<file path="src/rtl/dsp_sched_pkg.sv">
// Shared encodings and default latencies for the DSP issue scoreboard.
package dsp_sched_pkg;

  typedef enum logic [1:0] {
    UNIT_ALU  = 2'd0,
    UNIT_MAC  = 2'd1,
    UNIT_SIMD = 2'd2,
    UNIT_LOAD = 2'd3
  } unit_e;

  typedef enum logic [1:0] {
    STALL_NONE = 2'd0,
    STALL_RAW  = 2'd1,
    STALL_WAW  = 2'd2,
    STALL_PORT = 2'd3
  } stall_e;

  localparam int DEF_ALU_LAT    = 1;
  localparam int DEF_MAC_LAT    = 3;
  localparam int DEF_SIMD_LAT   = 2;
  localparam int DEF_MAX_LAT    = 8;
  localparam int DEF_LOAD_DEPTH = 4;

endpackage

</file>
<file path="src/rtl/load_tag_fifo.sv">
// In-order tag FIFO for outstanding loads: {rd, squash} per entry,
// with a squash-all that marks every queued entry as dead.
module load_tag_fifo #(
  parameter int DEPTH = 4,
  parameter int AW    = 5
) (
  input  logic          clk,
  input  logic          rst_n,
  input  logic          push,
  input  logic [AW-1:0] push_rd,
  input  logic          push_squash,
  input  logic          pop,
  input  logic          squash_all,
  output logic          full,
  output logic          empty,
  output logic [AW-1:0] head_rd,
  output logic          head_squash
);
  localparam int PW = (DEPTH > 1) ? $clog2(DEPTH) : 1;
  localparam int CW = $clog2(DEPTH + 1);

  logic [DEPTH-1:0][AW-1:0] rd_q, rd_d;
  logic [DEPTH-1:0]         sq_q, sq_d;
  logic [PW-1:0]            wp_q, wp_d, rp_q, rp_d;
  logic [CW-1:0]            cnt_q, cnt_d;

  function automatic logic [PW-1:0] inc(input logic [PW-1:0] p);
    return (p == PW'(DEPTH - 1)) ? '0 : p + PW'(1);
  endfunction

  assign empty       = (cnt_q == '0);
  assign full        = (cnt_q == CW'(DEPTH));
  assign head_rd     = rd_q[rp_q];
  assign head_squash = sq_q[rp_q];

  always_comb begin
    rd_d  = rd_q;
    sq_d  = sq_q;
    wp_d  = wp_q;
    rp_d  = rp_q;
    cnt_d = cnt_q + CW'(push) - CW'(pop);
    if (squash_all) sq_d = '1;
    // a fresh push is never squashed by the same-cycle squash-all
    if (push) begin
      rd_d[wp_q] = push_rd;
      sq_d[wp_q] = push_squash;
      wp_d       = inc(wp_q);
    end
    if (pop) rp_d = inc(rp_q);
  end

  always_ff @(posedge clk or negedge rst_n) begin
    if (!rst_n) begin
      rd_q  <= '0;
      sq_q  <= '0;
      wp_q  <= '0;
      rp_q  <= '0;
      cnt_q <= '0;
    end else begin
      rd_q  <= rd_d;
      sq_q  <= sq_d;
      wp_q  <= wp_d;
      rp_q  <= rp_d;
      cnt_q <= cnt_d;
    end
  end

endmodule

</file>
<file path="src/rtl/dsp_issue_scoreboard.sv">
// Per-register issue scoreboard and single-port writeback scheduler.
// Optional counters: define DSP_SCOREBOARD_STATS_EN.
module dsp_issue_scoreboard
  import dsp_sched_pkg::*;
#(
  parameter int NUM_REGS   = 32,
  parameter int REG_AW     = 5,
  parameter int ALU_LAT    = DEF_ALU_LAT,
  parameter int MAC_LAT    = DEF_MAC_LAT,
  parameter int SIMD_LAT   = DEF_SIMD_LAT,
  parameter int MAX_LAT    = DEF_MAX_LAT,
  parameter int LOAD_DEPTH = DEF_LOAD_DEPTH
) (
  input  logic                clk,
  input  logic                rst_n,
  input  logic                issue_valid,
  output logic                issue_ready,
  input  logic [1:0]          issue_unit,
  input  logic [REG_AW-1:0]   issue_rd,
  input  logic [REG_AW-1:0]   issue_rs1,
  input  logic [REG_AW-1:0]   issue_rs2,
  input  logic                issue_we,
  input  logic                issue_rs1_used,
  input  logic                issue_rs2_used,
  output logic                fwd_a,
  output logic                fwd_b,
  output logic [1:0]          stall_cause,
  input  logic                mem_done_valid,
  output logic                mem_done_ready,
  input  logic                flush,
  output logic                wb_valid,
  output logic [REG_AW-1:0]   wb_rd,
  output logic [1:0]          wb_unit,
  output logic [NUM_REGS-1:0] busy_vec
`ifdef DSP_SCOREBOARD_STATS_EN
  ,
  output logic [31:0]         stat_issued,
  output logic [31:0]         stat_stall
`endif
);
  localparam int LW = $clog2(MAX_LAT + 1);

  if (ALU_LAT < 1 || MAC_LAT < 1 || SIMD_LAT < 1 ||
      ALU_LAT > MAX_LAT || MAC_LAT > MAX_LAT || SIMD_LAT > MAX_LAT) begin : g_bad_lat
    $error("dsp_issue_scoreboard: unit latency outside 1..MAX_LAT");
  end
  if (LOAD_DEPTH < 1 || (LOAD_DEPTH & (LOAD_DEPTH - 1)) != 0) begin : g_bad_depth
    $error("dsp_issue_scoreboard: LOAD_DEPTH must be a power of two");
  end

  // slot k of res holds a fixed-latency writeback due k cycles from now; slot 0 drives wb_*
  logic [MAX_LAT:0]             res_q, res_d;
  logic [MAX_LAT:0][REG_AW-1:0] rd_q, rd_d;
  logic [MAX_LAT:0][1:0]        unit_q, unit_d;
  logic [NUM_REGS-1:0]          busy_q, busy_d;

  unit_e         unit;
  logic [LW-1:0] lat;
  logic          is_load, writing, hit1, hit2, raw, waw, port, accept, pop;
  logic          fifo_full, fifo_empty, head_sq;
  logic [REG_AW-1:0] head_rd;
  stall_e        cause;

  assign unit    = unit_e'(issue_unit);
  assign is_load = (unit == UNIT_LOAD);
  assign writing = issue_we && (issue_rd != '0);

  always_comb begin
    case (unit)
      UNIT_ALU:  lat = LW'(ALU_LAT);
      UNIT_MAC:  lat = LW'(MAC_LAT);
      UNIT_SIMD: lat = LW'(SIMD_LAT);
      default:   lat = '0;
    endcase
  end

  // loads yield the port to any fixed-latency writeback in slot 0
  assign mem_done_ready = !fifo_empty && !res_q[0];
  assign pop            = mem_done_valid && mem_done_ready;
  assign wb_valid       = res_q[0] || (pop && !head_sq);
  assign wb_rd          = pop ? head_rd : rd_q[0];
  assign wb_unit        = pop ? UNIT_LOAD : unit_q[0];

  assign hit1  = wb_valid && (wb_rd == issue_rs1);
  assign hit2  = wb_valid && (wb_rd == issue_rs2);
  assign fwd_a = issue_rs1_used && (issue_rs1 != '0) && hit1;
  assign fwd_b = issue_rs2_used && (issue_rs2 != '0) && hit2;
  assign raw   = (issue_rs1_used && busy_q[issue_rs1] && !hit1) ||
                 (issue_rs2_used && busy_q[issue_rs2] && !hit2);
  assign waw   = writing && busy_q[issue_rd] && !(wb_valid && wb_rd == issue_rd);
  assign port  = is_load ? fifo_full : (writing && res_q[lat]);

  always_comb begin
    cause = STALL_NONE;
    if (raw)       cause = STALL_RAW;
    else if (waw)  cause = STALL_WAW;
    else if (port) cause = STALL_PORT;
  end

  assign stall_cause = cause;
  assign issue_ready = !flush && (cause == STALL_NONE);
  assign accept      = issue_valid && issue_ready;
  assign busy_vec    = busy_q;

  always_comb begin
    res_d  = '0;
    rd_d   = '0;
    unit_d = '0;
    for (int k = 0; k < MAX_LAT; k++) begin
      res_d[k]  = res_q[k+1];
      rd_d[k]   = rd_q[k+1];
      unit_d[k] = unit_q[k+1];
    end
    busy_d = busy_q;
    if (res_q[0]) busy_d[rd_q[0]] = 1'b0;
    if (pop && !head_sq) busy_d[head_rd] = 1'b0;
    // a same-cycle set wins over the writeback clear above
    if (accept && writing) begin
      busy_d[issue_rd] = 1'b1;
      if (!is_load) begin
        res_d[lat - LW'(1)]  = 1'b1;
        rd_d[lat - LW'(1)]   = issue_rd;
        unit_d[lat - LW'(1)] = issue_unit;
      end
    end
    if (flush) begin
      res_d  = '0;
      rd_d   = '0;
      unit_d = '0;
      busy_d = '0;
    end
  end

  always_ff @(posedge clk or negedge rst_n) begin
    if (!rst_n) begin
      res_q  <= '0;
      rd_q   <= '0;
      unit_q <= '0;
      busy_q <= '0;
    end else begin
      res_q  <= res_d;
      rd_q   <= rd_d;
      unit_q <= unit_d;
      busy_q <= busy_d;
    end
  end

  // non-writing loads still occupy a slot but retire as squashed
  load_tag_fifo #(.DEPTH(LOAD_DEPTH), .AW(REG_AW)) u_ldq (
    .clk        (clk),
    .rst_n      (rst_n),
    .push       (accept && is_load),
    .push_rd    (issue_rd),
    .push_squash(!writing),
    .pop        (pop),
    .squash_all (flush),
    .full       (fifo_full),
    .empty      (fifo_empty),
    .head_rd    (head_rd),
    .head_squash(head_sq)
  );

`ifdef DSP_SCOREBOARD_STATS_EN
  logic [31:0] issued_q, stall_q;
  always_ff @(posedge clk or negedge rst_n) begin
    if (!rst_n) begin
      issued_q <= '0;
      stall_q  <= '0;
    end else begin
      if (accept) issued_q <= issued_q + 32'd1;
      if (issue_valid && !issue_ready) stall_q <= stall_q + 32'd1;
    end
  end
  assign stat_issued = issued_q;
  assign stat_stall  = stall_q;
`endif

endmodule
</file>
<file path="config.mk">
export PLATFORM = sky130hd
export DESIGN_NAME = dsp_issue_scoreboard
export DESIGN_NICKNAME = d
export VERILOG_FILES = /design/src/rtl/dsp_sched_pkg.sv /design/src/rtl/load_tag_fifo.sv /design/src/rtl/dsp_issue_scoreboard.sv
export SDC_FILE = /design/constraint.sdc
export NUM_CORES = 1
export LEC_CHECK = 0
export CAP_MARGIN = 20
export CORE_UTILIZATION = 55
export CTS_CLUSTER_DIAMETER = 150
export CTS_CLUSTER_SIZE = 14
export DETAILED_ROUTE_END_ITERATION = 10
export GPL_TIMING_DRIVEN = 0
export PLACE_DENSITY = 0.88
export SLEW_MARGIN = 20
export SYNTH_ARGS = -nofsm -noshare
export SYNTH_HDL_FRONTEND = slang
export SYNTH_SLANG_ARGS = --single-unit
</file>
<file path="constraint.sdc">
create_clock -name clk -period 7 [get_ports clk]
set_clock_uncertainty 0.05 [all_clocks]
set_input_delay 0.7 -clock clk [delete_from_list [all_inputs] [get_ports clk]]
set_output_delay 0.7 -clock clk [all_outputs]
set_load 0.02 [all_outputs]
</file>
== After elaboration in Yosys (flattened, before gate mapping) ==
Cells that the tools add are included.
Widths: inputs -> output; s select.
Storage, ports and cells
  flip-flop bits (word level): 135
  bits of input ports: 25
  output and inout port bits: 46
  word-level logic and storage cells: 161
Operators by class
  $add $sub $neg: 5
  $lt $le $gt $ge: 14
  eq/ne operators: 9
  muxes and demuxes: 56
  bitwise operators: 6
  reduce and logical (&&, ||, !) cells: 43
Operators by type and width (number)
  $mux 45: 3
  $mux 32: 4
  $and 32x32->32: 2
  $not 32->32: 2
  $mux 18: 3
  $bwmux 45: 1
  $or 32x32->32: 1
  $lt 5x6->1 const B: 5
  $logic_and 1x1->1: 27
  $mux 9: 3
  $bwmux 20: 1
  $demux 5 s4: 1
  $mux 5: 4
  $bwmux 18: 1
  $bmux 1 s5: 3
  $demux 1 s5: 3
  $eq 5x5->1: 3
  $ge 5x1->1 const B: 3
  $reduce_bool 5->1: 3
  $mux 2: 7
  $mux 1: 11
  $bmux 5 s2: 1
  $demux 5 s2: 1
  $lt 4x5->1 const B: 2
  23 further kinds: 38

== Logic depth before layout (Yosys ltp) ==
  depth after elaboration: 17
  depth in mapped cells: 18
  gate-level depth less buffers: 16

== Modules after synthesis ==
A second synthesis with hierarchy kept.
Second synthesis, totals
  cells, all modules: 626
  area, all modules: 6436.2 µm²
By module, submodules not included
  dsp_issue_scoreboard: times used 1, cells an instance 529, area each 4952.2 µm², sequential area each 1601.5 µm²
  load_tag_fifo: times used 1, cells an instance 97, area each 1483.9 µm², sequential area each 775.7 µm²

== Worst setup path after synthesis ==
OpenSTA, ideal clock, no wires.
  path type: input to register
  from: in issue_rs2[0]
  to: reg u_ldq.cnt_q[2]
  library setup time: 126 ps
  arrival time: 3931 ps
  required time: 6824 ps
  slack: 2893 ps
  stages: 17
  path buffers: 2
  cells stage by stage: buf_4 -> mux4_2 -> mux4_2 -> mux2_2 -> nand2_1 -> a41o_2 -> and2_4 -> buf_6 -> and3_1 -> inv_1 -> ha_1 -> inv_1 -> ha_1 -> inv_1 -> fa_1 -> xnor2_1 -> xnor2_1
On the way
  cells in the longest elaborated chain, start to end: 12
  elaborated cells on any way between the ends: 15
  classes of those cells: add/sub (2); eq/ne (1); mux (3); reduce/logical (9)
RTL lines
  start: declaration: line dsp_issue_scoreboard.sv:21  | input logic [REG_AW-1:0] issue_rs2,
  $bmux 1 s5 / $eq 5x5->1 (equally long branches): line dsp_issue_scoreboard.sv:89, dsp_issue_scoreboard.sv:85
  $mux 1 (implied by the code) / $logic_and 1x1->1 (equally long branches): line dsp_issue_scoreboard.sv:89, dsp_issue_scoreboard.sv:85
  $logic_and 1x1->1 / $logic_not 1->1 (equally long branches): line dsp_issue_scoreboard.sv:89  | (issue_rs2_used && busy_q[issue_rs2] && !hit2);
  $logic_and 1x1->1 *: line dsp_issue_scoreboard.sv:89
  $logic_or 1x1->1 *: line dsp_issue_scoreboard.sv:88  | assign raw = (issue_rs1_used && busy_q[issue_rs1] && !hit1) ||
  $mux 2 *: line dsp_issue_scoreboard.sv:95  | if (raw) cause = STALL_RAW;
  $logic_not 2->1 *: line dsp_issue_scoreboard.sv:101  | assign issue_ready = !flush && (cause == STALL_NONE);
  $logic_and 1x1->1 *: line dsp_issue_scoreboard.sv:101
  $logic_and 1x1->1 *: line dsp_issue_scoreboard.sv:102  | assign accept = issue_valid && issue_ready;
  $logic_and 1x1->1 *: line dsp_issue_scoreboard.sv:152  | .push (accept && is_load),
  $add 3x1->3 *: line load_tag_fifo.sv:41  | cnt_d = cnt_q + CW'(push) - CW'(pop);
  $sub 3x1->3 *: line load_tag_fifo.sv:41
  named net u_ldq.cnt_d[2]: line load_tag_fifo.sv:25  | logic [CW-1:0] cnt_q, cnt_d;
  end signal: assignment: line load_tag_fifo.sv:64  | cnt_q <= cnt_d;
  end: declaration: line load_tag_fifo.sv:25
Mark *: on every way through the listed nets, which the timed path passes. The rest lies on a longest branch. The select of a mux whose other input is x is not followed.
A chain may end at the register's enable or synchronous reset.

== Worst setup path in the final report ==
  from: in issue_rs2[1]
  to: out stall_cause[1]
On the way
  cells in the longest elaborated chain, start to end: 6
  elaborated cells on any way between the ends: 9
  classes of those cells: eq/ne (1); mux (3); reduce/logical (5)
RTL lines
  $bmux 1 s5 / $eq 5x5->1 (equally long branches): line dsp_issue_scoreboard.sv:89, dsp_issue_scoreboard.sv:85
  $mux 1 (implied by the code) / $logic_and 1x1->1 (equally long branches): line dsp_issue_scoreboard.sv:89, dsp_issue_scoreboard.sv:85
  $logic_and 1x1->1 / $logic_not 1->1 (equally long branches): line dsp_issue_scoreboard.sv:89
  $logic_and 1x1->1 *: line dsp_issue_scoreboard.sv:89
  $logic_or 1x1->1 *: line dsp_issue_scoreboard.sv:88
  $mux 2 *: line dsp_issue_scoreboard.sv:95
  end: declaration: line dsp_issue_scoreboard.sv:27  | output logic [1:0] stall_cause,
Mark *: on every way between the ends. The rest lies on a longest branch, timed or not. The select of a mux whose other input is x is not followed.

==> impl_summary.log <==
INFO  metric syn_nets = 627
INFO  metric timing.critical_path.arrival = 4.64 ns
INFO  metric comb_power_share = between 30% and 40%
INFO  metric design.core.area = 0.01152 mm²
INFO  metric maxCapViolations = 0
INFO  metric gp_congestion = 1.049
INFO  metric netSwitchingPower = 0.6963 mW
INFO  metric wl_per_cell = 25.73 µm
INFO  metric unique_masters_post_synth = 57
INFO  metric synth.cell_area = 0.006528 mm²
INFO  metric ir_worst_vdd = 0.0001476 V
INFO  metric rsz0062_at_grt = false
INFO  metric failed_checks = design-rule violations
INFO  metric p_leak = 3.166 nW
INFO  metric via_per_inst = 7.260
INFO  metric diodes_inserted = 0
INFO  metric timing.hold.ws = 0.2135 ns
INFO  metric swShare = 36.24%
INFO  metric pwr_density_cell = roughly 250 mW/mm²
INFO  metric intPower = 1.225 mW
INFO  metric clkLatencyLatePin = between 0.3 and 0.4 ns
INFO  metric synth-seq-cells = 95
INFO  metric cell_types_with_the_largest_area_share_after_synthesis = sky130_fd_sc_hd__dfrtp_1 36%, sky130_fd_sc_hd__mux4_2 12%, sky130_fd_sc_hd__o41ai_2 7.5%
INFO  metric die_width = about 110 µm
INFO  metric post-route-period-util = 77.07%
INFO  metric worst_hold_path_type = input pin to asynchronous set/reset pin
INFO  metric cts_htree_levels = 3
INFO  metric longest_clk_path_bufs = 2
INFO  metric cts.sink_count = 95
INFO  metric run_status = complete, but fails checks
INFO  metric crit_path_end_kind = primary output
INFO  metric initial_core_util = between 50% and 60%
INFO  metric cts_tree = built
INFO  metric cts_setup_buffers = 0
INFO  metric timing_max_transition_violations_final = 0
INFO  metric post_cts_resize_count = 0
INFO  metric placementRows = 39
INFO  metric seq_area_frac_synth = roughly 36%
INFO  metric timing_worst_slew_pin_value = approximately 1 ns
INFO  metric initial_antenna_violation_count = 0
INFO  metric path_clk_slew = approximately 0.060 ns
INFO  metric finalSetupViolCount = 0
INFO  metric routed_wl = about 21 mm
INFO  metric grt_start_max_net_pins = 52
INFO  metric buffer_ports.inserted = between 60 and 70
INFO  metric worstSetupPathType = input pin to primary output
INFO  metric commonest_cells_after_routing_fill_and_taps_aside = 95 x sky130_fd_sc_hd__dfrtp_1, 66 x sky130_fd_sc_hd__clkdlybuf4s50_1, 39 x sky130_fd_sc_hd__nor2b_1
INFO  metric drive_above_1_share = between 15 and 20%
INFO  metric fin_tns_setup = 0 ns
INFO  metric grt_pass1_wl = approximately 33 mm
INFO  metric fmax = 0.1854 GHz
INFO  metric reg_power_share = between 30% and 40%
INFO  metric postSynthCellCount = ~590
INFO  metric critical_path_peak_fanout = 10
INFO  metric synth-edff-count = 0
INFO  metric dr.pass1.iters = 10
INFO  metric final_antenna_net_count = 0
INFO  metric hpwlAfterDp = between 10 and 15 mm
INFO  metric ios = 71
INFO  metric synth_top_area_share = a little over a third
INFO  metric synth_area_per_cell = between 10 and 15 µm²
INFO  metric final_net_count = 706
INFO  metric yosys.area.top_type = sky130_fd_sc_hd__dfrtp_1
INFO  metric detail_route.iter0.violations = 772
INFO  metric num_vias = slightly below 6,000
INFO  metric ctsRootBufferMaster = sky130_fd_sc_hd__clkbuf_16
INFO  metric startpoint_type = input pin
INFO  metric yosysWarnings = 0
INFO  metric ys_dominant_reg_cell = sky130_fd_sc_hd__dfrtp_1
INFO  metric die_height = 110.9 µm
INFO  metric final_common_cell = sky130_fd_sc_hd__dfrtp_1
INFO  metric multiInputGateArea = 0.003857 mm²
INFO  metric sequential_cell_area = approximately 0.0024 mm²
INFO  metric relSlewSlack = around a third
INFO  metric grt-ovfl-total = 0
INFO  metric via_count_of_the_first_global_routing_pass = between 5,000 and 6,000
INFO  metric final_period_minus_worst_setup_slack = 5.395 ns
INFO  metric area_growth = 18.48%
INFO  metric final_hold_viol_count = 0
INFO  metric cp_data_required_time = 6.25 ns
INFO  metric detail_route.drc_violations = 8
INFO  metric cts_hold_repair.buffers = 0
INFO  metric numCtsBuffers = 9
INFO  metric power.share.clock = 28.9%
INFO  metric final.fill_count = 835
INFO  metric async_flop_share = 100.0%
INFO  metric floorplan.die_area = around 0.012 mm²
INFO  metric total_track_usage = about a third
-- sequential cells by signal, summed over array words and instances (netlist names) --
name,flops
res_q,4
u_ldq.rp_q,2
busy_vec,32
u_ldq.rd_q,20
u_ldq.wp_q,2
unit_q,8
u_ldq.sq_q,4
rd_q,20
u_ldq.cnt_q,3
-- layer usage --
metal	track usage [%]	share of wire [%]
met5	0	0
met4	18.26	5.2
met3	8.037	12
met2	53.25	45
met1	47.00	38
-- cell type report --
type	instances	area share, %
plain buffers	49	2.912
clock inverters	5	1.149
inverters	18	0.8736
multi-input cells	427	49.88
clock buffers	10	3.090
well taps	143	2.314
flip-flops and latches	95	30.74
repair buffers	68	9.044
-- cell usage after synthesis, types with 2 or more instances --
cell type	n
sky130_fd_sc_hd__xor2_1	9
sky130_fd_sc_hd__mux2_1	5
sky130_fd_sc_hd__mux2_2	18
sky130_fd_sc_hd__a211oi_1	2
sky130_fd_sc_hd__and2_1	3
sky130_fd_sc_hd__dfrtp_1	95
sky130_fd_sc_hd__buf_4	4
sky130_fd_sc_hd__mux2i_1	11
sky130_fd_sc_hd__xnor2_1	14
sky130_fd_sc_hd__or2_2	2
sky130_fd_sc_hd__and4_1	7
sky130_fd_sc_hd__ha_1	12
sky130_fd_sc_hd__a31o_2	2
sky130_fd_sc_hd__nor4b_1	5
sky130_fd_sc_hd__or3b_2	2
sky130_fd_sc_hd__o21ai_0	27
sky130_fd_sc_hd__clkbuf_1	29
sky130_fd_sc_hd__and3_1	3
sky130_fd_sc_hd__a41oi_1	3
sky130_fd_sc_hd__nor2_1	17
sky130_fd_sc_hd__mux4_2	34
sky130_fd_sc_hd__a22oi_1	2
sky130_fd_sc_hd__inv_1	17
sky130_fd_sc_hd__buf_2	9
sky130_fd_sc_hd__o221ai_1	31
sky130_fd_sc_hd__nor3_1	4
sky130_fd_sc_hd__or4_1	2
sky130_fd_sc_hd__nand3b_1	6
sky130_fd_sc_hd__or3_1	10
sky130_fd_sc_hd__nand3_1	17
sky130_fd_sc_hd__nand2b_1	18
sky130_fd_sc_hd__nand4_4	4
sky130_fd_sc_hd__nand4_1	11
sky130_fd_sc_hd__buf_6	2
sky130_fd_sc_hd__buf_1	5
sky130_fd_sc_hd__nand2_1	35
sky130_fd_sc_hd__a21oi_1	25
sky130_fd_sc_hd__o41ai_2	30
sky130_fd_sc_hd__nor2b_1	39
-- power groups by stage --
stage | sequential (mW) | combinational (mW) | clock, mW
after floorplan | 0.667 | 0.464 | 0
after global placement | 0.674 | 0.633 | 0
after detailed placement | 0.685 | 0.663 | 0
after CTS | 0.675 | 0.670 | 0.551
after global routing | 0.686 | 0.728 | 0.573
final | 0.677 | 0.689 | 0.556
-- worst max-delay path, cell delays in order --
cell and delay, ns:
sky130_fd_sc_hd__clkdlybuf4s50_1 0.52, sky130_fd_sc_hd__buf_1 0.54, sky130_fd_sc_hd__mux4_2 0.44, sky130_fd_sc_hd__mux4_2 0.53
sky130_fd_sc_hd__mux2_2 0.29, sky130_fd_sc_hd__nand2_1 0.08, sky130_fd_sc_hd__a41o_2 0.17, sky130_fd_sc_hd__and2_4 0.19
sky130_fd_sc_hd__buf_6 0.17, sky130_fd_sc_hd__buf_2 0.25, sky130_fd_sc_hd__and2_1 0.16, sky130_fd_sc_hd__clkdlybuf4s50_1 0.60
-- cell families (layout without fill, tap and decap cells) --
group / count (synthesis) / after routing / synth area share, %
fa+ha+maj: 13 / 13 / 2.607
flops: 95 / 95 / 36.42
buf+inv: 67 / 150 / 4.485
xor+xnor: 23 / 23 / 3.086
simple gates: 191 / 191 / 17.86
mux: 68 / 68 / 17.39
compound gates: 132 / 132 / 18.15
-- per-stage QoR --
step	total power [mW]	instance area, µm²	setup WS [ns]	std cells	util (%)
6_report	1.921	7734	1.605	815	67.16
5_1_grt	1.987	7734	1.579	815	67.16
4_1_cts	1.896	7734	1.689	815	67.16
3_5_place_dp	1.348	7406	1.704	800	64.31
3_3_place_gp	1.307	7377	1.750	799	64.06
2_1_floorplan	1.131	6528	2.893	589	-
-- worst paths after layout --
kind                                from             end  slack (ns)  cells past startpoint
setup / recovery            issue_rs2[1]  stall_cause[1]        1.61                     12
hold / removal                     rst_n        rd_q[15]        0.21                      1
setup reg to reg           u_ldq.rp_q[0]  u_ldq.cnt_q[2]        2.58                     18
hold reg to reg            u_ldq.rd_q[5]   u_ldq.rd_q[5]        0.45                      1
max in group asynchronous          rst_n    busy_vec[12]        6.08                      2
min in group clk           u_ldq.rd_q[5]   u_ldq.rd_q[5]        0.45                      1
Note: power is estimated with default switching activity, not from simulation.
